--- src/rtl/i2c_word_master.sv ---
`timescale 1ns/1ps
// i2c_word_master - single-clock I2C master that moves one 16-bit word
// per request: START, 7-bit address + R/W, two data bytes MSB first, STOP.
// Optional define I2C_CLK_STRETCH_EN: Q1 waits for SCL to read high
// (slave clock stretching) and i_scl/i_sda pass through 2-flop syncs;
// without it i_scl is ignored and i_sda is sampled through one flop.
// Ports: clk, rst (async, active-low); start/rw/adress/data request;
// out read word; busy; done pulse; ack_err sticky NACK flag;
// i_sda/i_scl bus sense; o_sda/o_scl tied 0; o_sda_en/o_scl_en pull low.
module i2c_word_master #(
    parameter int CLK_DIV = 50
) (
    input  logic        clk,
    input  logic        rst,
    input  logic        start,
    input  logic        rw,
    input  logic [6:0]  adress,
    input  logic [15:0] data,
    output logic [15:0] out,
    output logic        busy,
    output logic        done,
    output logic        ack_err,
    input  logic        i_sda,
    input  logic        i_scl,
    output logic        o_sda,
    output logic        o_scl,
    output logic        o_sda_en,
    output logic        o_scl_en
);

    typedef enum logic [3:0] {
        IDLE, START, ADDR, AACK, BYTE1, ACK1, BYTE2, ACK2, STOP
    } state_t;

    localparam logic [9:0] DIV_LAST = 10'(CLK_DIV - 1);

    state_t      state, state_n;
    logic [9:0]  cnt;
    logic [1:0]  q;
    logic [2:0]  bitcnt;
    logic [7:0]  addr_q;
    logic [15:0] wdata;
    logic [15:0] rx;
    logic        smp;
    logic        armed;
    logic        sda_s;
    logic        scl_ok;
    logic        tick;
    logic        bit_end;
    logic        nack;
    logic        rd;
    logic        sda_en_c;
    logic        scl_en_c;

`ifdef I2C_CLK_STRETCH_EN
    logic [1:0] sda_sync;
    logic [1:0] scl_sync;

    always_ff @(posedge clk or negedge rst) begin
        if (!rst) begin
            sda_sync <= 2'b11;
            scl_sync <= 2'b11;
        end else begin
            sda_sync <= {sda_sync[0], i_sda};
            scl_sync <= {scl_sync[0], i_scl};
        end
    end

    assign sda_s  = sda_sync[1];
    assign scl_ok = scl_sync[1];
`else
    logic sda_q;
    logic unused_scl;

    always_ff @(posedge clk or negedge rst) begin
        if (!rst) sda_q <= 1'b1;
        else      sda_q <= i_sda;
    end

    assign sda_s      = sda_q;
    assign scl_ok     = 1'b1;
    assign unused_scl = i_scl;
`endif

    assign rd = addr_q[0];

    // Q1 may be held at its last count until the bus SCL reads high.
    assign tick = (state != IDLE) && (cnt == DIV_LAST)
                  && !((q == 2'd1) && !scl_ok);
    assign bit_end = tick && (q == 2'd3);

    // Only slave-driven ACK slots can abort the transfer.
    assign nack = smp && ((state == AACK)
                  || (!rd && (state == ACK1 || state == ACK2)));

    always_ff @(posedge clk or negedge rst) begin
        if (!rst) state <= IDLE;
        else      state <= state_n;
    end

    always_comb begin
        state_n  = state;
        sda_en_c = 1'b0;
        scl_en_c = 1'b0;
        unique case (state)
            IDLE: begin
                if (start && armed) state_n = START;
            end
            START: begin
                sda_en_c = 1'b1;
                if (tick && q == 2'd1) state_n = ADDR;
            end
            ADDR: begin
                scl_en_c = (q == 2'd0);
                sda_en_c = ~addr_q[bitcnt];
                if (bit_end && bitcnt == 3'd0) state_n = AACK;
            end
            AACK: begin
                scl_en_c = (q == 2'd0);
                if (bit_end) state_n = nack ? STOP : BYTE1;
            end
            BYTE1: begin
                scl_en_c = (q == 2'd0);
                sda_en_c = ~rd & ~wdata[{1'b1, bitcnt}];
                if (bit_end && bitcnt == 3'd0) state_n = ACK1;
            end
            ACK1: begin
                scl_en_c = (q == 2'd0);
                sda_en_c = rd;
                if (bit_end) state_n = nack ? STOP : BYTE2;
            end
            BYTE2: begin
                scl_en_c = (q == 2'd0);
                sda_en_c = ~rd & ~wdata[{1'b0, bitcnt}];
                if (bit_end && bitcnt == 3'd0) state_n = ACK2;
            end
            ACK2: begin
                scl_en_c = (q == 2'd0);
                if (bit_end) state_n = STOP;
            end
            STOP: begin
                // q==2 is a single-cycle step with both lines released.
                scl_en_c = (q == 2'd0);
                sda_en_c = (q != 2'd2);
                if (q == 2'd2) state_n = IDLE;
            end
            default: state_n = IDLE;
        endcase
    end

    always_ff @(posedge clk or negedge rst) begin
        if (!rst) begin
            cnt     <= '0;
            q       <= '0;
            bitcnt  <= '0;
            addr_q  <= '0;
            wdata   <= '0;
            rx      <= '0;
            smp     <= 1'b0;
            armed   <= 1'b0;
            out     <= '0;
            done    <= 1'b0;
            ack_err <= 1'b0;
        end else begin
            // armed blocks a start seen on the first edge after reset.
            armed <= 1'b1;
            done  <= 1'b0;
            if (state == IDLE) begin
                cnt <= '0;
                q   <= '0;
                if (start && armed) begin
                    addr_q  <= {adress, rw};
                    wdata   <= data;
                    ack_err <= 1'b0;
                    bitcnt  <= 3'd7;
                end
            end else begin
                if (tick) begin
                    cnt <= '0;
                    q   <= (state == START && q == 2'd1) ? 2'd0 : q + 2'd1;
                end else if (cnt != DIV_LAST) begin
                    cnt <= cnt + 10'd1;
                end
                if (tick && q == 2'd2) begin
                    smp <= sda_s;
                    if (rd && (state == BYTE1 || state == BYTE2))
                        rx <= {rx[14:0], sda_s};
                end
                if (bit_end && (state == ADDR || state == BYTE1
                                || state == BYTE2))
                    bitcnt <= bitcnt - 3'd1;
                if (bit_end && nack) ack_err <= 1'b1;
                if (state == STOP && q == 2'd2) begin
                    done <= 1'b1;
                    if (rd && !ack_err) out <= rx;
                end
            end
        end
    end

    assign busy     = (state != IDLE);
    assign o_sda    = 1'b0;
    assign o_scl    = 1'b0;
    assign o_sda_en = sda_en_c;
    assign o_scl_en = scl_en_c;

endmodule

--- config.mk ---
export PLATFORM = sky130hd
export DESIGN_NAME = i2c_word_master
export DESIGN_NICKNAME = d
export VERILOG_FILES = /design/src/rtl/i2c_word_master.sv
export SDC_FILE = /design/constraint.sdc
export NUM_CORES = 1
export LEC_CHECK = 0
export BUFFER_PORTS_ARGS = -buffer_cell sky130_fd_sc_hd__buf_4
export CORE_MARGIN = 4
export CORE_UTILIZATION = 45
export CTS_BUF_LIST = sky130_fd_sc_hd__clkbuf_8
export CTS_CLUSTER_SIZE = 14
export DETAILED_ROUTE_END_ITERATION = 8
export HOLD_SLACK_MARGIN = 0.08
export PLACE_DENSITY = 0.65
export SLEW_MARGIN = 25
export SYNTH_ARGS = -nofsm -noshare
export SYNTH_HDL_FRONTEND = slang
export SYNTH_SLANG_ARGS = --single-unit
export TNS_END_PERCENT = 5
--- constraint.sdc ---
create_clock -name clk -period 2.9 [get_ports clk]
set_clock_uncertainty 0.2 [all_clocks]
set_input_delay 0.58 -clock clk [delete_from_list [all_inputs] [get_ports clk]]
set_output_delay 0.58 -clock clk [all_outputs]
set_load 0.02 [all_outputs]
Word level (Yosys, flattened, before mapping)
Cells that the tools add are included.

Bits in registers: 80. Bits in latches: 0. Memory bits (writable): 0. Memory bits (read-only): 0. Logic and storage cells: 120. Memories: 0.

Add/subtract/negate cells: 3. $mul: 0. Div/mod/pow operators: 0. Magnitude comparators: 3. Equality and inequality tests: 23. Shift-type cells: 0. Multiplexer cells: 34. Bitwise logic cells: 7. Reduce and logical (&&, ||, !) cells: 37.

Operators with widths (number): $mux 4 (11); $pmux 4 s9 (1); $mux 10 (3); $ne 2x2->1 const B (9); $eq 4x3->1 const B (4); $logic_and 1x1->1 (14); $add 10x1->10 const B (1); $eq 10x6->1 const B (1); $ne 10x6->1 const B (1); $bmux 1 s3 (3); $mux 1 (9); $mux 3 (3); $reduce_and 9->1 (1); $eq 4x2->1 const B (2); $reduce_and 2->1 (4); $reduce_or 7->1 (1); $mux 2 (3); $pmux 1 s6 (1); $reduce_and 3->1 (2); $reduce_bool 2->1 (3); $logic_or 1x1->1 (5); $lt 3x5->1 const B (1); $lt 4x5->1 const B (1); $not 1->1 (5); other kinds (15) (18).

Logic depth before layout (Yosys ltp)
Gate-level depths: netlist of run 1.

Depth after elaboration: 8. Mapped depth: 7.

Worst setup path after synthesis of run 1
No wires, ideal clock.

Path kind: register to output. Start point: register bitcnt[0]. End point: output port o_sda_en. Arrival: 1.788 ns. Required time: 2.120 ns. Slack: 0.332 ns. Stages on the path, launching flop included: 6. Path through: dfrtp_1 -> clkbuf_1 -> mux4_2 -> mux2i_1 -> a21oi_1 -> o211ai_1.

Word-level cells in the longest chain between the ends: 5.

Ends and longest elaborated chain: start, declared (line 40) `logic [2:0] bitcnt;`; start signal, assigned (line 191) `bitcnt <= bitcnt - 3'd1;`; $bmux 1 s3 (on tied branches) (line 134, 124); $mux 1 (on tied branches) (line 134, 124); $not 1->1 (on tied branches) (line 134, 124); $and 1x1->1 (on tied branches) (line 134, 124); $pmux 1 s6 (*) (line 105) `unique case (state)`; end, declared (line 27) `output logic o_sda_en,`.

Mark *: on every way between the ends. The rest lies on a longest branch, timed or not. The select of a mux whose other input is x is not followed.

Worst setup path in the final report of run 1
Ends and elaborated chain as after synthesis.

==> results of run 1 <==
==> area by class of cell <==
class	instances	area share (%)
multi-input combinational	174	35.67
timing repair buffer	60	10.57
clock inverter	7	2.395
inverter	7	0.5917
tap	102	2.874
sequential	80	45.11
clock buffer	9	2.790
==> through the flow <==
step	util (%)	area, µm²	worst slack [ps]
final	56.58	4441	115.6
after CTS	56.54	4437	39.37
after floorplan	-	3710	332.4
after global routing	56.58	4441	-14.27
after global placement	53.48	4197	442.8
after detailed placement	53.48	4197	441.9
==> layout by cell type (no fill, tap or decap), types with 4 or more instances in the layout <==
cell                       Yosys  layout
sky130_fd_sc_hd__and3_1        4       4
sky130_fd_sc_hd__nand3_1       7       7
sky130_fd_sc_hd__nand4_1       4       4
sky130_fd_sc_hd__clkbuf_8      0       9
sky130_fd_sc_hd__buf_4         2      57
sky130_fd_sc_hd__ha_1          4       4
sky130_fd_sc_hd__inv_1         7       7
sky130_fd_sc_hd__a21oi_1       4       4
sky130_fd_sc_hd__mux2i_1       4       4
sky130_fd_sc_hd__mux4_2        6       6
sky130_fd_sc_hd__nor2_1       15      15
sky130_fd_sc_hd__nand2_1       6       6
sky130_fd_sc_hd__xor2_1        7       7
sky130_fd_sc_hd__mux2_2       48      48
sky130_fd_sc_hd__inv_6         0       4
sky130_fd_sc_hd__dfrtp_1      79      79
sky130_fd_sc_hd__mux2_4       10      10
==> flip-flops by register name (all words and copies together) (netlist names) <==
name	flops
wdata	16
state	4
out	16
addr_q	8
done	1
sda_q	1
armed	1
q	2
bitcnt	3
rx	16
cnt	10
smp	1
ack_err	1
==> cell families after synthesis <==
kind of cell,synth area share [%]
other,0.2026
XOR/XNOR,2.363
flip-flops,54.05
adder cells (fa/ha/maj),1.350
buffers and inverters,3.309
AND/OR/NAND/NOR,10.43
multiplexers,23.36
AO/OA/AOI/OAI,4.930
==> final timing paths <==
path                             end  slack, ps  startpoint  depth (start not counted)
max reg2reg                   rx[15]        480      cnt[1]                          7
min reg2reg                addr_q[2]        300   addr_q[2]                          1
min in group asynchronous     out[8]        560         rst                          2
max in group asynchronous  addr_q[3]       1320         rst                          3
max                         o_sda_en        120   bitcnt[0]                          6
min                            sda_q        140       i_sda                          1
==> report_power, final <==
group | internal [µW] | total [µW] | switching (µW) | leakage (µW)
Sequential | 1210 | 1330 | 116 | 0.00106
Combinational | 188 | 352 | 164 | 0.000998
Clock | 503 | 945 | 442 | 0.000117
Total | 1910 | 2630 | 722 | 0.00217
==> repair_timing <==
item,4_1_cts,5_1_grt
gates resized for setup,0,1
setup endpoints to repair,0,1
endpoints found under the hold margin,41,0
hold buffers,1,0
buffers inserted,0,0
==> per-layer routing <==
layer	vias to the layer above	track usage [%]	routed length, µm
met5	-	0	0
met4	0	7.668	139
met3	15	3.539	366
met2	62	21.38	3233
met1	1153	20.67	3194
li1	1103	-	-
==> flow_summary.html, run 1 <==
<table>
<tr><th>Metric</th><th>Value</th></tr>
<tr><th colspan="2">Worst setup path</th></tr>
<tr><td>Worst Setup Path Type</td><td>reg -&gt; out</td></tr>
<tr><td>Critical Path, Cell by Cell</td><td>buf_6, mux4_2, mux2i_1, a21oi_1, o211ai_1, buf_4</td></tr>
<tr><td>CP Capture Type</td><td>output pin</td></tr>
<tr><td>Largest stage delay, worst path</td><td>slightly above 500 ps</td></tr>
<tr><td>Slowest cell on the critical path</td><td>sky130_fd_sc_hd__mux4_2</td></tr>
<tr><td>Highest fanout seen on the critical path</td><td>7</td></tr>
<tr><td>Worst Setup Start Kind</td><td>flop</td></tr>
<tr><td>Dominant delay contributor by cell family on the critical path</td><td>multiplexers</td></tr>
<tr><td>Endpoint arrival time on the critical path</td><td>roughly 2000 ps</td></tr>
<tr><td>Data required, critical path</td><td>approximately 2100 ps</td></tr>
<tr><td>Worst path bufs/invs</td><td>2</td></tr>
<tr><th colspan="2">Timing</th></tr>
<tr><td>Accumulated negative setup slack</td><td>0 ps</td></tr>
<tr><td>Unrepaired setup endpoints after global routing</td><td>true</td></tr>
<tr><td>Max Fclk</td><td>roughly 360 MHz</td></tr>
<tr><td>Final period utilization</td><td>96.01%</td></tr>
<tr><td>Number of hold-slack violations in the final timing report</td><td>0</td></tr>
<tr><td>Worst rel slew slack</td><td>roughly 62%</td></tr>
<tr><td>Minimum hold slack</td><td>roughly 140 ps</td></tr>
<tr><td>Max-slew violation total from the final report</td><td>0</td></tr>
<tr><td>Number of endpoints failing setup at the final stage</td><td>0</td></tr>
<tr><td>Crit path time final</td><td>about 2800 ps</td></tr>
<tr><td>Transition time at the pin with the least slew margin</td><td>around 570 ps</td></tr>
<tr><th colspan="2">Detailed routing</th></tr>
<tr><td>ANT nets after route</td><td>0</td></tr>
<tr><td>Total wire length</td><td>~6900 µm</td></tr>
<tr><td>Average via count per standard cell</td><td>roughly 5.3</td></tr>
<tr><td>Total via count in the routed design</td><td>~2300</td></tr>
<tr><td>Drt first pass iters</td><td>4</td></tr>
<tr><td>Mean routed wirelength per cell</td><td>15.79 µm</td></tr>
<tr><td>Remaining DRCs</td><td>0</td></tr>
<tr><td>Initial drt markers</td><td>63</td></tr>
<tr><th colspan="2">Yosys</th></tr>
<tr><td>Netlist area before placement</td><td>roughly 3700 µm²</td></tr>
<tr><td>Post-synth EDFFs</td><td>0</td></tr>
<tr><td>Synth top cells by count</td><td>79 x sky130_fd_sc_hd__dfrtp_1, 48 x sky130_fd_sc_hd__mux2_2, 15 x sky130_fd_sc_hd__nor2_1</td></tr>
<tr><td>Synth top area share</td><td>between 50 and 60%</td></tr>
<tr><td>Synthesized area divided by synthesized cell count</td><td>13.53 µm²</td></tr>
<tr><td>Count of state elements after synthesis</td><td>80</td></tr>
<tr><td>Dominant cell by count in the synthesized netlist</td><td>sky130_fd_sc_hd__dfrtp_1</td></tr>
<tr><td>Warning count from the yosys run</td><td>0</td></tr>
<tr><td>Yosys top cell by area</td><td>sky130_fd_sc_hd__dfrtp_1</td></tr>
<tr><td>Distinct cell type count after synthesis</td><td>56</td></tr>
<tr><td>Ranking of synthesized cells by area</td><td>sky130_fd_sc_hd__dfrtp_1 53%, sky130_fd_sc_hd__mux2_2 15%, sky130_fd_sc_hd__mux2_4 4.1%</td></tr>
<tr><td>Most common flop cell mapped by yosys</td><td>sky130_fd_sc_hd__dfrtp_1</td></tr>
<tr><td>Share of flip-flops with an asynchronous set or reset</td><td>100.0%</td></tr>
<tr><td>Register area share after synthesis</td><td>54.05%</td></tr>
<tr><td>Synthesized instance count</td><td>roughly 270</td></tr>
<tr><th colspan="2">Finish</th></tr>
<tr><td>NumNets Final</td><td>365</td></tr>
<tr><td>Number of antenna cells inserted</td><td>0</td></tr>
<tr><td>Sequential cell area in the final layout</td><td>around 2000 µm²</td></tr>
<tr><td>Fill cell instance count of the final layout</td><td>673</td></tr>
<tr><td>Number of cells in the finished layout apart from fillers</td><td>roughly 440</td></tr>
<tr><td>Share of layout cells above drive strength 1</td><td>between 40% and 50%</td></tr>
<tr><td>Combined area of the multi-input logic cells</td><td>around 1600 µm²</td></tr>
<tr><td>Synthesis-to-layout area growth</td><td>19.82%</td></tr>
<tr><th colspan="2">Floorplan</th></tr>
<tr><td>Initial standard-cell utilization of the core</td><td>47.23%</td></tr>
<tr><td>Std-Cell Rows</td><td>32</td></tr>
<tr><td>Area of the die</td><td>just under 10000 µm²</td></tr>
<tr><td>Number of placed I/O pins</td><td>52</td></tr>
<tr><td>Die X-Extent</td><td>between 90 and 100 µm</td></tr>
<tr><td>Core outline area</td><td>just under 8000 µm²</td></tr>
<tr><td>Height of the die</td><td>around 100 µm</td></tr>
<tr><th colspan="2">Clocking</th></tr>
<tr><td>Total clock sinks</td><td>80</td></tr>
<tr><td>Clock buffer depth</td><td>2</td></tr>
<tr><td>CTS H-tree lvls</td><td>3</td></tr>
<tr><td>Number of buffers inserted during clock tree synthesis</td><td>9</td></tr>
<tr><td>Clock root cell</td><td>sky130_fd_sc_hd__clkbuf_8</td></tr>
<tr><td>Clock tree from TritonCTS</td><td>done</td></tr>
<tr><td>Worst skew pair latency</td><td>360 ps</td></tr>
<tr><td>Clock-pin transition on the worst setup and hold timing paths</td><td>80 ps</td></tr>
<tr><th colspan="2">Power and ir drop</th></tr>
<tr><td>Post-route total power</td><td>2628 µW</td></tr>
<tr><td>Leak pwr</td><td>0.002172 µW</td></tr>
<tr><td>Total power per unit cell area</td><td>just under 600 nW/µm²</td></tr>
<tr><td>Max rail drop VDD</td><td>283.4 µV</td></tr>
<tr><th colspan="2">Global routing</th></tr>
<tr><td>Wire length of the first global-routing pass</td><td>approximately 11000 µm</td></tr>
<tr><td>Largest net degree at the start of global routing</td><td>46</td></tr>
<tr><td>Antenna violations before repair</td><td>0</td></tr>
<tr><td>GRT Util Overall</td><td>about 15%</td></tr>
<tr><td>GRT Residual Overflow</td><td>0</td></tr>
<tr><td>Vias in the first global route</td><td>2301</td></tr>
<tr><th colspan="2">Hold path</th></tr>
<tr><td>Path type of the worst min-delay path</td><td>in -&gt; reg</td></tr>
<tr><th colspan="2">Status</th></tr>
<tr><td>Run status</td><td>finished clean</td></tr>
<tr><th colspan="2">Run</th></tr>
<tr><td>Max-capacitance violation count</td><td>0</td></tr>
<tr><th colspan="2">Place</th></tr>
<tr><td>Count of input and output buffers</td><td>48</td></tr>
<tr><td>Placed instance count</td><td>around 420</td></tr>
<tr><td>HPWL after DPL</td><td>~4900 µm</td></tr>
<tr><td>Final GP Congestion</td><td>0.8658</td></tr>
</table>
Power figures use the tool's default switching activity.
==> run 2: changes to the inputs <==
CORE_MARGIN = unset   (was 4)
CTS_BUF_LIST = unset   (was sky130_fd_sc_hd__clkbuf_8)
==> run 2 against run 1 <==
Largest power group unchanged. Non-clock buffer count decreased by 4. Sequential power about the same. Critical path type unchanged. Fmax increased by 0.33%. Cell count decreased by 0.91%. Utilization decreased by 0.70 points. Highest routed layer unchanged. Combinational power decreased by 4%.
==> flow_summary.html, run 2 (same netlist as run 1, synthesis figures left out) <==
<table>
<tr><th>Metric</th><th>Value</th></tr>
<tr><th colspan="2">Status</th></tr>
<tr><td>Run status</td><td>finished clean (unchanged)</td></tr>
<tr><th colspan="2">Finish</th></tr>
<tr><td>Fin util</td><td>55.88% (was 56.58%)</td></tr>
<tr><td>Most common cell after layout, fill and taps aside</td><td>sky130_fd_sc_hd__dfrtp_1 (unchanged)</td></tr>
<tr><td>Largest registers</td><td>out: 16 flops, rx: 16 flops, wdata: 16 flops (unchanged)</td></tr>
<tr><td>Total non-filler cell area in the finished layout</td><td>4385 µm² (was 4441 µm²)</td></tr>
<tr><td>Synthesis-to-layout area growth</td><td>18.33% (was 19.82%)</td></tr>
<tr><td>Most frequent cells in the layout</td><td>78 x sky130_fd_sc_hd__dfrtp_1, 53 x sky130_fd_sc_hd__buf_4, 48 x sky130_fd_sc_hd__mux2_2 (was 79 x sky130_fd_sc_hd__dfrtp_1, 57 x sky130_fd_sc_hd__buf_4, 48 x sky130_fd_sc_hd__mux2_2)</td></tr>
<tr><td>NumNets Final</td><td>361 (was 365)</td></tr>
<tr><td>Number of antenna cells inserted</td><td>0 (unchanged)</td></tr>
<tr><td>Number of cells in the finished layout apart from fillers</td><td>435 (was 439)</td></tr>
<tr><td>Share of layout cells above drive strength 1</td><td>43.24% (was 43.92%)</td></tr>
<tr><th colspan="2">Power and ir drop</th></tr>
<tr><td>Total power per unit cell area</td><td>567.3 nW/µm² (was 591.8 nW/µm²)</td></tr>
<tr><td>Register share of total power</td><td>53.8% (was 50.6%)</td></tr>
<tr><td>Internal cell power</td><td>1800 µW (was 1906 µW)</td></tr>
<tr><td>Max rail drop VDD</td><td>252.8 µV (was 283.4 µV)</td></tr>
<tr><td>Sw Pwr</td><td>687.5 µW (was 722.2 µW)</td></tr>
<tr><td>Fraction of power spent switching nets</td><td>27.64% (was 27.48%)</td></tr>
<tr><td>Leak pwr</td><td>0.002131 µW (was 0.002172 µW)</td></tr>
<tr><td>Part of the power in the clock network</td><td>32.6% (was 36.0%)</td></tr>
<tr><td>Logic gate share of total power</td><td>13.6% (was 13.4%)</td></tr>
<tr><th colspan="2">Worst setup path</th></tr>
<tr><td>Register-to-register path setup slack</td><td>480 ps (about the same)</td></tr>
<tr><td>CP Capture Type</td><td>output pin (unchanged)</td></tr>
<tr><td>Largest stage delay, worst path</td><td>520 ps (was 510 ps)</td></tr>
<tr><td>Slowest cell on the critical path</td><td>sky130_fd_sc_hd__dfrtp_1 (was sky130_fd_sc_hd__mux4_2)</td></tr>
<tr><td>Worst Setup Start Kind</td><td>flop (unchanged)</td></tr>
<tr><td>Data required, critical path</td><td>2120 ps (about the same)</td></tr>
<tr><td>Worst path bufs/invs</td><td>1 (was 2)</td></tr>
<tr><td>Reg2Reg Depth</td><td>5 (was 7)</td></tr>
<tr><td>Critical Path, Cell by Cell</td><td>or2_2, or2_4, a21boi_0, nor3_1, buf_4 (was buf_6, mux4_2, mux2i_1, a21oi_1, o211ai_1, buf_4)</td></tr>
<tr><td>R2r startpoint</td><td>state[1] (was cnt[1])</td></tr>
<tr><td>Worst Setup Path Type</td><td>reg -&gt; out (unchanged)</td></tr>
<tr><td>Highest fanout seen on the critical path</td><td>13 (was 7)</td></tr>
<tr><td>RR Endpoint</td><td>out[7] (was rx[15])</td></tr>
<tr><td>Endpoint arrival time on the critical path</td><td>2000 ps (about the same)</td></tr>
<tr><td>Dominant delay contributor by cell family on the critical path</td><td>simple AND/OR/NAND/NOR gates (was multiplexers)</td></tr>
<tr><th colspan="2">Hold path</th></tr>
<tr><td>Path type of the worst min-delay path</td><td>in -&gt; reg (unchanged)</td></tr>
<tr><td>HP Start</td><td>i_sda (unchanged)</td></tr>
<tr><td>Min-Delay Endpoint</td><td>sda_q (unchanged)</td></tr>
<tr><td>WHS Path Cells</td><td>1 (unchanged)</td></tr>
<tr><th colspan="2">Global routing</th></tr>
<tr><td>GRT Util Overall</td><td>16.61% (was 14.79%)</td></tr>
<tr><td>Wire length of the first global-routing pass</td><td>10950 µm (was 11430 µm)</td></tr>
<tr><td>Largest net degree at the start of global routing</td><td>42 (was 46)</td></tr>
<tr><td>Antenna violations before repair</td><td>0 (unchanged)</td></tr>
<tr><td>GRT Residual Overflow</td><td>0 (unchanged)</td></tr>
<tr><td>Vias in the first global route</td><td>2254 (was 2301)</td></tr>
<tr><th colspan="2">Timing</th></tr>
<tr><td>Unrepaired setup endpoints after global routing</td><td>false (was true)</td></tr>
<tr><td>Minimum hold slack</td><td>151.8 ps (was 135.6 ps)</td></tr>
<tr><td>Max-slew violation total from the final report</td><td>0 (unchanged)</td></tr>
<tr><td>Final period utilization</td><td>95.70% (was 96.01%)</td></tr>
<tr><td>Number of hold-slack violations in the final timing report</td><td>0 (unchanged)</td></tr>
<tr><td>Number of endpoints failing setup at the final stage</td><td>0 (unchanged)</td></tr>
<tr><td>Crit path time final</td><td>2775 ps (was 2784 ps)</td></tr>
<tr><td>Accumulated negative setup slack</td><td>0 ps (unchanged)</td></tr>
<tr><td>Transition time at the pin with the least slew margin</td><td>530.6 ps (was 566.6 ps)</td></tr>
<tr><td>Worst rel slew slack</td><td>64.63% (was 62.23%)</td></tr>
<tr><td>Max Fclk</td><td>360.3 MHz (was 359.1 MHz)</td></tr>
<tr><th colspan="2">Place</th></tr>
<tr><td>Count of input and output buffers</td><td>48 (unchanged)</td></tr>
<tr><td>Final GP Congestion</td><td>0.8817 (was 0.8658)</td></tr>
<tr><td>Placed instance count</td><td>418 (was 422)</td></tr>
<tr><td>HPWL after DPL</td><td>4535 µm (was 4881 µm)</td></tr>
<tr><td>Instance area at placement</td><td>4179 µm² (was 4197 µm²)</td></tr>
<tr><th colspan="2">Detailed routing</th></tr>
<tr><td>ANT nets after route</td><td>0 (unchanged)</td></tr>
<tr><td>Mean routed wirelength per cell</td><td>15.03 µm (was 15.79 µm)</td></tr>
<tr><td>Drt first pass iters</td><td>4 (unchanged)</td></tr>
<tr><td>Remaining DRCs</td><td>0 (unchanged)</td></tr>
<tr><td>Total via count in the routed design</td><td>2305 (was 2333)</td></tr>
<tr><td>Initial drt markers</td><td>62 (was 63)</td></tr>
<tr><td>Total wire length</td><td>6538 µm (was 6933 µm)</td></tr>
<tr><td>Average via count per standard cell</td><td>5.299 (was 5.314)</td></tr>
<tr><th colspan="2">Floorplan</th></tr>
<tr><td>Height of the die</td><td>92.75 µm (was 98.75 µm)</td></tr>
<tr><td>Initial standard-cell utilization of the core</td><td>47.23% (unchanged)</td></tr>
<tr><td>Std-Cell Rows</td><td>32 (unchanged)</td></tr>
<tr><td>Number of placed I/O pins</td><td>52 (unchanged)</td></tr>
<tr><td>Area of the die</td><td>8603 µm² (was 9752 µm²)</td></tr>
<tr><td>Core outline area</td><td>7848 µm² (unchanged)</td></tr>
<tr><td>Die X-Extent</td><td>92.75 µm (was 98.75 µm)</td></tr>
<tr><th colspan="2">Clocking</th></tr>
<tr><td>Clock tree from TritonCTS</td><td>done (unchanged)</td></tr>
<tr><td>Number of buffers inserted during clock tree synthesis</td><td>9 (unchanged)</td></tr>
<tr><td>Worst skew pair latency</td><td>350 ps (was 360 ps)</td></tr>
<tr><td>CTS H-tree lvls</td><td>3 (unchanged)</td></tr>
<tr><td>Total clock sinks</td><td>80 (unchanged)</td></tr>
<tr><td>Clock root cell</td><td>sky130_fd_sc_hd__clkbuf_8 (unchanged)</td></tr>
<tr><td>Clock-pin transition on the worst setup and hold timing paths</td><td>80 ps (about the same)</td></tr>
<tr><td>Clock buffer depth</td><td>2 (unchanged)</td></tr>
<tr><td>Post-CTS setup repair buffer count</td><td>0 (unchanged)</td></tr>
<tr><th colspan="2">Run</th></tr>
<tr><td>Max-capacitance violation count</td><td>0 (unchanged)</td></tr>
</table>
run 2: cell count changes in the layout (fill, tap and decap cells not counted), sizes merged:
cell	change
inv	-4
clkbuf	+1
buf	-4
bufinv	-1
clkinv	+2
clkinvlp	+2
run 2: final cells by class:
| cell class | instances | area [µm²] |
|---|---|---|
| Timing Repair Buffer | 56 | 447.9 |
| Multi-Input combinational cell | 174 | 1584 |
| Clock buffer | 10 | 127.6 |
| Fill cell | 694 | 3462 |
| Sequential cell | 80 | 2004 |
| Tap cell | 102 | 127.6 |
| Clock inverter | 6 | 67.56 |
| Inverter | 7 | 26.28 |
run 2: worst max-delay path by stage:
| stage | to | start | cells after the start |
|---|---|---|---|
| floorplan | o_sda_en | bitcnt[0] | 5 |
| global placement | o_sda_en | bitcnt[0] | 5 |
| detailed placement | o_sda_en | bitcnt[0] | 5 |
| CTS | o_sda_en | bitcnt[0] | 5 |
| global route | o_sda_en | bitcnt[0] | 5 |
| finish | o_scl_en | state[1] | 5 |
run 2: stage by stage:
stage / setup slack, ps / power [µW]
3_5_place_dp: 344.6 / 1699
6_report: 124.7 / 2488
4_1_cts: 87.90 / 2518
5_1_grt: 27.50 / 2625
2_1_floorplan: 332.4 / 1568
3_3_place_gp: 369.2 / 1687
run 2: worst register-to-register path, stage by stage, from the launching register on:
cell and delay (ps):
sky130_fd_sc_hd__dfrtp_1 520, sky130_fd_sc_hd__or2_2 400, sky130_fd_sc_hd__or2_4 280, sky130_fd_sc_hd__or3_1 360
sky130_fd_sc_hd__buf_4 230, sky130_fd_sc_hd__mux2_4 320
run 2: repair_timing:
item,CTS,global route
hold buffers,1,0
setup endpoints to repair,1,0
gates resized for setup,1,0
endpoints found under the hold margin,39,0
run 2: power groups by stage:
stage | logic, µW | clock network, µW | registers (µW)
2_1_floorplan | 253 | 0 | 1320
3_3_place_gp | 333 | 0 | 1350
3_5_place_dp | 341 | 0 | 1360
4_1_cts | 341 | 839 | 1340
5_1_grt | 381 | 888 | 1360
6_report | 338 | 811 | 1340
run 2: per-layer routing:
layer  global-route usage, %  part of all wire, %  up-vias
met1                   22.66                   46     1151
met3                   3.859                  4.7        8
met5                       0                    0        -
met4                   7.692                  1.6        0
li1                        -                    -     1097
met2                   25.12                   47       49
==> run 3: changes to the inputs <==
--- a/config.mk
+++ b/config.mk
@@ -11,5 +11,6 @@
 export DETAILED_ROUTE_END_ITERATION = 8
 export HOLD_SLACK_MARGIN = 0.08
-export PLACE_DENSITY = 0.65
+export PLACE_DENSITY = 0.62
+export RECOVER_POWER = 25
 export SLEW_MARGIN = 25
 export SYNTH_ARGS = -nofsm -noshare
==> constraint.sdc (replaced) <==
create_clock -name clk -period 2.9 [get_ports clk]
set_clock_uncertainty 0.2 [all_clocks]
set_input_delay 0.145 -clock clk [delete_from_list [all_inputs] [get_ports clk]]
set_output_delay 0.145 -clock clk [all_outputs]
set_load 0.02 [all_outputs]
==> run 3 against run 2 <==
The run now ends with capacitance limit, slew limit left. Clock power grew 8.5%. Via count up 3.9%. Power grew 3.9%. Critical endpoint is now o_sda_en. First-iteration DRC count fell by 3.2%. Cell count grew 6.0%. Count of clock-buffer cells in the layout is the same. Highest routed layer unchanged. Fmax is 10% higher. Die area unchanged. Sequential share of layout area decreased by 2.6 points. Worst setup slack better by 250 ps. Largest power group unchanged. Sequential power barely moved. Critical path depth is the same.
==> flow_summary.html, run 3 (same netlist as run 1, synthesis figures left out) <==
<table>
<tr><th>Metric</th><th>Value</th></tr>
<tr><th colspan="2">Floorplan</th></tr>
<tr><td>Number of placed I/O pins</td><td>52 (unchanged)</td></tr>
<tr><td>Initial standard-cell utilization of the core</td><td>47.23% (unchanged)</td></tr>
<tr><td>Core outline area</td><td>7848 µm² (unchanged)</td></tr>
<tr><td>Std-Cell Rows</td><td>32 (unchanged)</td></tr>
<tr><td>Area of the die</td><td>8603 µm² (unchanged)</td></tr>
<tr><td>Die X-Extent</td><td>92.75 µm (unchanged)</td></tr>
<tr><td>Height of the die</td><td>92.75 µm (unchanged)</td></tr>
<tr><th colspan="2">Detailed routing</th></tr>
<tr><td>Total wire length</td><td>6958 µm (was 6538 µm)</td></tr>
<tr><td>Average via count per standard cell</td><td>5.193 (was 5.299)</td></tr>
<tr><td>Drt first pass iters</td><td>4 (unchanged)</td></tr>
<tr><td>ANT nets after route</td><td>0 (unchanged)</td></tr>
<tr><td>Initial drt markers</td><td>60 (was 62)</td></tr>
<tr><td>Mean routed wirelength per cell</td><td>15.09 µm (was 15.03 µm)</td></tr>
<tr><td>Remaining DRCs</td><td>0 (unchanged)</td></tr>
<tr><td>Total via count in the routed design</td><td>2394 (was 2305)</td></tr>
<tr><th colspan="2">Worst setup path</th></tr>
<tr><td>Worst Setup Start Kind</td><td>flop (unchanged)</td></tr>
<tr><td>R2r startpoint</td><td>cnt[1] (was state[1])</td></tr>
<tr><td>Register-to-register path setup slack</td><td>480 ps (about the same)</td></tr>
<tr><td>CP Capture Type</td><td>output pin (unchanged)</td></tr>
<tr><td>Highest fanout seen on the critical path</td><td>7 (was 13)</td></tr>
<tr><td>Data required, critical path</td><td>2560 ps (was 2120 ps)</td></tr>
<tr><td>Worst Setup Path Type</td><td>reg -&gt; out (unchanged)</td></tr>
<tr><td>RR Endpoint</td><td>rx[4] (was out[7])</td></tr>
<tr><td>Reg2Reg Depth</td><td>7 (was 5)</td></tr>
<tr><td>Endpoint arrival time on the critical path</td><td>2180 ps (was 2000 ps)</td></tr>
<tr><th colspan="2">Power and ir drop</th></tr>
<tr><td>Sw Pwr</td><td>726.4 µW (was 687.5 µW)</td></tr>
<tr><td>Part of the power in the clock network</td><td>34.1% (was 32.6%)</td></tr>
<tr><td>Leak pwr</td><td>0.002251 µW (was 0.002131 µW)</td></tr>
<tr><td>Post-route total power</td><td>2584 µW (was 2488 µW)</td></tr>
<tr><td>Logic gate share of total power</td><td>14.6% (was 13.6%)</td></tr>
<tr><td>Max rail drop VDD</td><td>280.5 µV (was 252.8 µV)</td></tr>
<tr><td>Internal cell power</td><td>1858 µW (was 1800 µW)</td></tr>
<tr><td>Total power per unit cell area</td><td>555.9 nW/µm² (was 567.3 nW/µm²)</td></tr>
<tr><td>Fraction of power spent switching nets</td><td>28.11% (was 27.64%)</td></tr>
<tr><td>Register share of total power</td><td>51.4% (was 53.8%)</td></tr>
<tr><th colspan="2">Hold path</th></tr>
<tr><td>Min-Delay Endpoint</td><td>sda_q (unchanged)</td></tr>
<tr><td>WHS Path Cells</td><td>2 (was 1)</td></tr>
<tr><td>Path type of the worst min-delay path</td><td>in -&gt; reg (unchanged)</td></tr>
<tr><td>HP Start</td><td>i_sda (unchanged)</td></tr>
<tr><th colspan="2">Clocking</th></tr>
<tr><td>Clock tree from TritonCTS</td><td>done (unchanged)</td></tr>
<tr><td>Total clock sinks</td><td>80 (unchanged)</td></tr>
<tr><td>Clock root cell</td><td>sky130_fd_sc_hd__clkbuf_8 (unchanged)</td></tr>
<tr><td>Worst skew pair latency</td><td>340 ps (was 350 ps)</td></tr>
<tr><td>Clock buffer depth</td><td>2 (unchanged)</td></tr>
<tr><td>CTS H-tree lvls</td><td>3 (unchanged)</td></tr>
<tr><td>Clock-pin transition on the worst setup and hold timing paths</td><td>90 ps (was 80 ps)</td></tr>
<tr><td>Number of buffers inserted during clock tree synthesis</td><td>9 (unchanged)</td></tr>
<tr><th colspan="2">Global routing</th></tr>
<tr><td>Largest net degree at the start of global routing</td><td>81 (was 42)</td></tr>
<tr><td>Wire length of the first global-routing pass</td><td>11920 µm (was 10950 µm)</td></tr>
<tr><td>GRT Residual Overflow</td><td>0 (unchanged)</td></tr>
<tr><td>Vias in the first global route</td><td>2457 (was 2254)</td></tr>
<tr><td>GRT Util Overall</td><td>17.89% (was 16.61%)</td></tr>
<tr><td>Antenna violations before repair</td><td>0 (unchanged)</td></tr>
<tr><th colspan="2">Timing</th></tr>
<tr><td>Transition time at the pin with the least slew margin</td><td>1952 ps (was 530.6 ps)</td></tr>
<tr><td>Number of hold-slack violations in the final timing report</td><td>0 (unchanged)</td></tr>
<tr><td>Accumulated negative setup slack</td><td>0 ps (unchanged)</td></tr>
<tr><td>Max Fclk</td><td>396.5 MHz (was 360.3 MHz)</td></tr>
<tr><td>Smallest setup slack after layout</td><td>378.2 ps (was 124.7 ps)</td></tr>
<tr><td>Worst rel slew slack</td><td>-30.13% (was 64.63%)</td></tr>
<tr><td>Final period utilization</td><td>86.96% (was 95.70%)</td></tr>
<tr><td>Unrepaired setup endpoints after global routing</td><td>false (unchanged)</td></tr>
<tr><td>Number of endpoints failing setup at the final stage</td><td>0 (unchanged)</td></tr>
<tr><td>Max-slew violation total from the final report</td><td>81 (was 0)</td></tr>
<tr><td>Crit path time final</td><td>2522 ps (was 2775 ps)</td></tr>
<tr><td>Minimum hold slack</td><td>256.6 ps (was 151.8 ps)</td></tr>
<tr><th colspan="2">Place</th></tr>
<tr><td>Final GP Congestion</td><td>0.8914 (was 0.8817)</td></tr>
<tr><td>HPWL after DPL</td><td>4586 µm (was 4535 µm)</td></tr>
<tr><td>Placed instance count</td><td>418 (unchanged)</td></tr>
<tr><td>Worst slack at placement</td><td>485.2 ps (was 344.6 ps)</td></tr>
<tr><td>Count of input and output buffers</td><td>48 (unchanged)</td></tr>
<tr><th colspan="2">Finish</th></tr>
<tr><td>Share of layout cells above drive strength 1</td><td>40.11% (was 43.24%)</td></tr>
<tr><td>Number of antenna cells inserted</td><td>0 (unchanged)</td></tr>
<tr><td>Synthesis-to-layout area growth</td><td>25.42% (was 18.33%)</td></tr>
<tr><td>Largest registers</td><td>out: 16 flops, rx: 16 flops, wdata: 16 flops (unchanged)</td></tr>
<tr><td>NumNets Final</td><td>387 (was 361)</td></tr>
<tr><td>Most frequent cells in the layout</td><td>79 x sky130_fd_sc_hd__dfrtp_1, 52 x sky130_fd_sc_hd__buf_4, 48 x sky130_fd_sc_hd__mux2_2 (was 78 x sky130_fd_sc_hd__dfrtp_1, 53 x sky130_fd_sc_hd__buf_4, 48 x sky130_fd_sc_hd__mux2_2)</td></tr>
<tr><td>Most common cell after layout, fill and taps aside</td><td>sky130_fd_sc_hd__dfrtp_1 (unchanged)</td></tr>
<tr><td>Number of cells in the finished layout apart from fillers</td><td>461 (was 435)</td></tr>
<tr><th colspan="2">Status</th></tr>
<tr><td>Run status</td><td>finished with violations (was finished clean)</td></tr>
<tr><td>Failing checks</td><td>capacitance limit, slew limit</td></tr>
<tr><th colspan="2">Run</th></tr>
<tr><td>Max-capacitance violation count</td><td>1 (was 0)</td></tr>
</table>
==> run 3: cell count changes in the layout (fill, tap and decap cells not counted), sizes merged <==
cell | previous run | this run
buf | 55 | 53
inv | 8 | 9
clkinvlp | 2 | 0
dlygate4sd3 | 1 | 27
clkbuf | 10 | 12
clkinv | 2 | 3
==> run 3: final cells by class <==
type	instances	area, µm²
fillers	680	3199
clock inverters	6	76.32
multi-input cells	174	1584
inverters	7	26.28
well taps	102	127.6
flip-flops and latches	80	2003
repair buffers	82	693.2
clock buffers	10	137.6
==> run 3: timing repair <==
item / CTS / global route
resized for setup: 0 / 0
hold buffers: 27 / 0
setup buffers: 0 / 0
endpoints found under the hold margin: 105 / 0
==> run 3: worst max-delay path by stage <==
stage	from	endpoint	slack [ps]	cells after the start
after floorplan	cnt[1]	rx[10]	570	7
after global placement	cnt[1]	rx[7]	520	7
after detailed placement	cnt[1]	rx[5]	490	7
after CTS	bitcnt[0]	o_sda_en	320	5
after global routing	bitcnt[0]	o_sda_en	160	5
final	bitcnt[0]	o_sda_en	380	5
==> run 3: worst max-delay path, cell delays in order, from the launching register on <==
cell and delay (ps):
sky130_fd_sc_hd__dfrtp_1 620, sky130_fd_sc_hd__mux4_2 570, sky130_fd_sc_hd__mux2i_1 170, sky130_fd_sc_hd__a21oi_1 90, sky130_fd_sc_hd__o211ai_1 210, sky130_fd_sc_hd__buf_4 180
==> run 3: per-layer routing <==
layer  up-vias  GRT usage [%]  part of all wire [%]
met4         0          7.436                  0.99
li1       1145              -                     -
met2        47          28.09                    49
met3         5          3.530                   3.3
met1      1197          24.30                    47
met5         -              0                     0
==> run 3: power groups by stage <==
stage	registers [µW]	logic, µW	clock network [µW]
after floorplan	1320	253	0
after global placement	1350	344	0
after detailed placement	1350	351	0
after CTS	1330	380	896
after global routing	1350	420	945
final	1330	376	880
==> run 3: through the flow <==
step / util (%) / cell area [µm²]
after global routing: 59.23 / 4648
after global placement: 53.09 / 4167
after floorplan: - / 3710
after CTS: 59.26 / 4651
after detailed placement: 53.09 / 4167
final: 59.23 / 4648
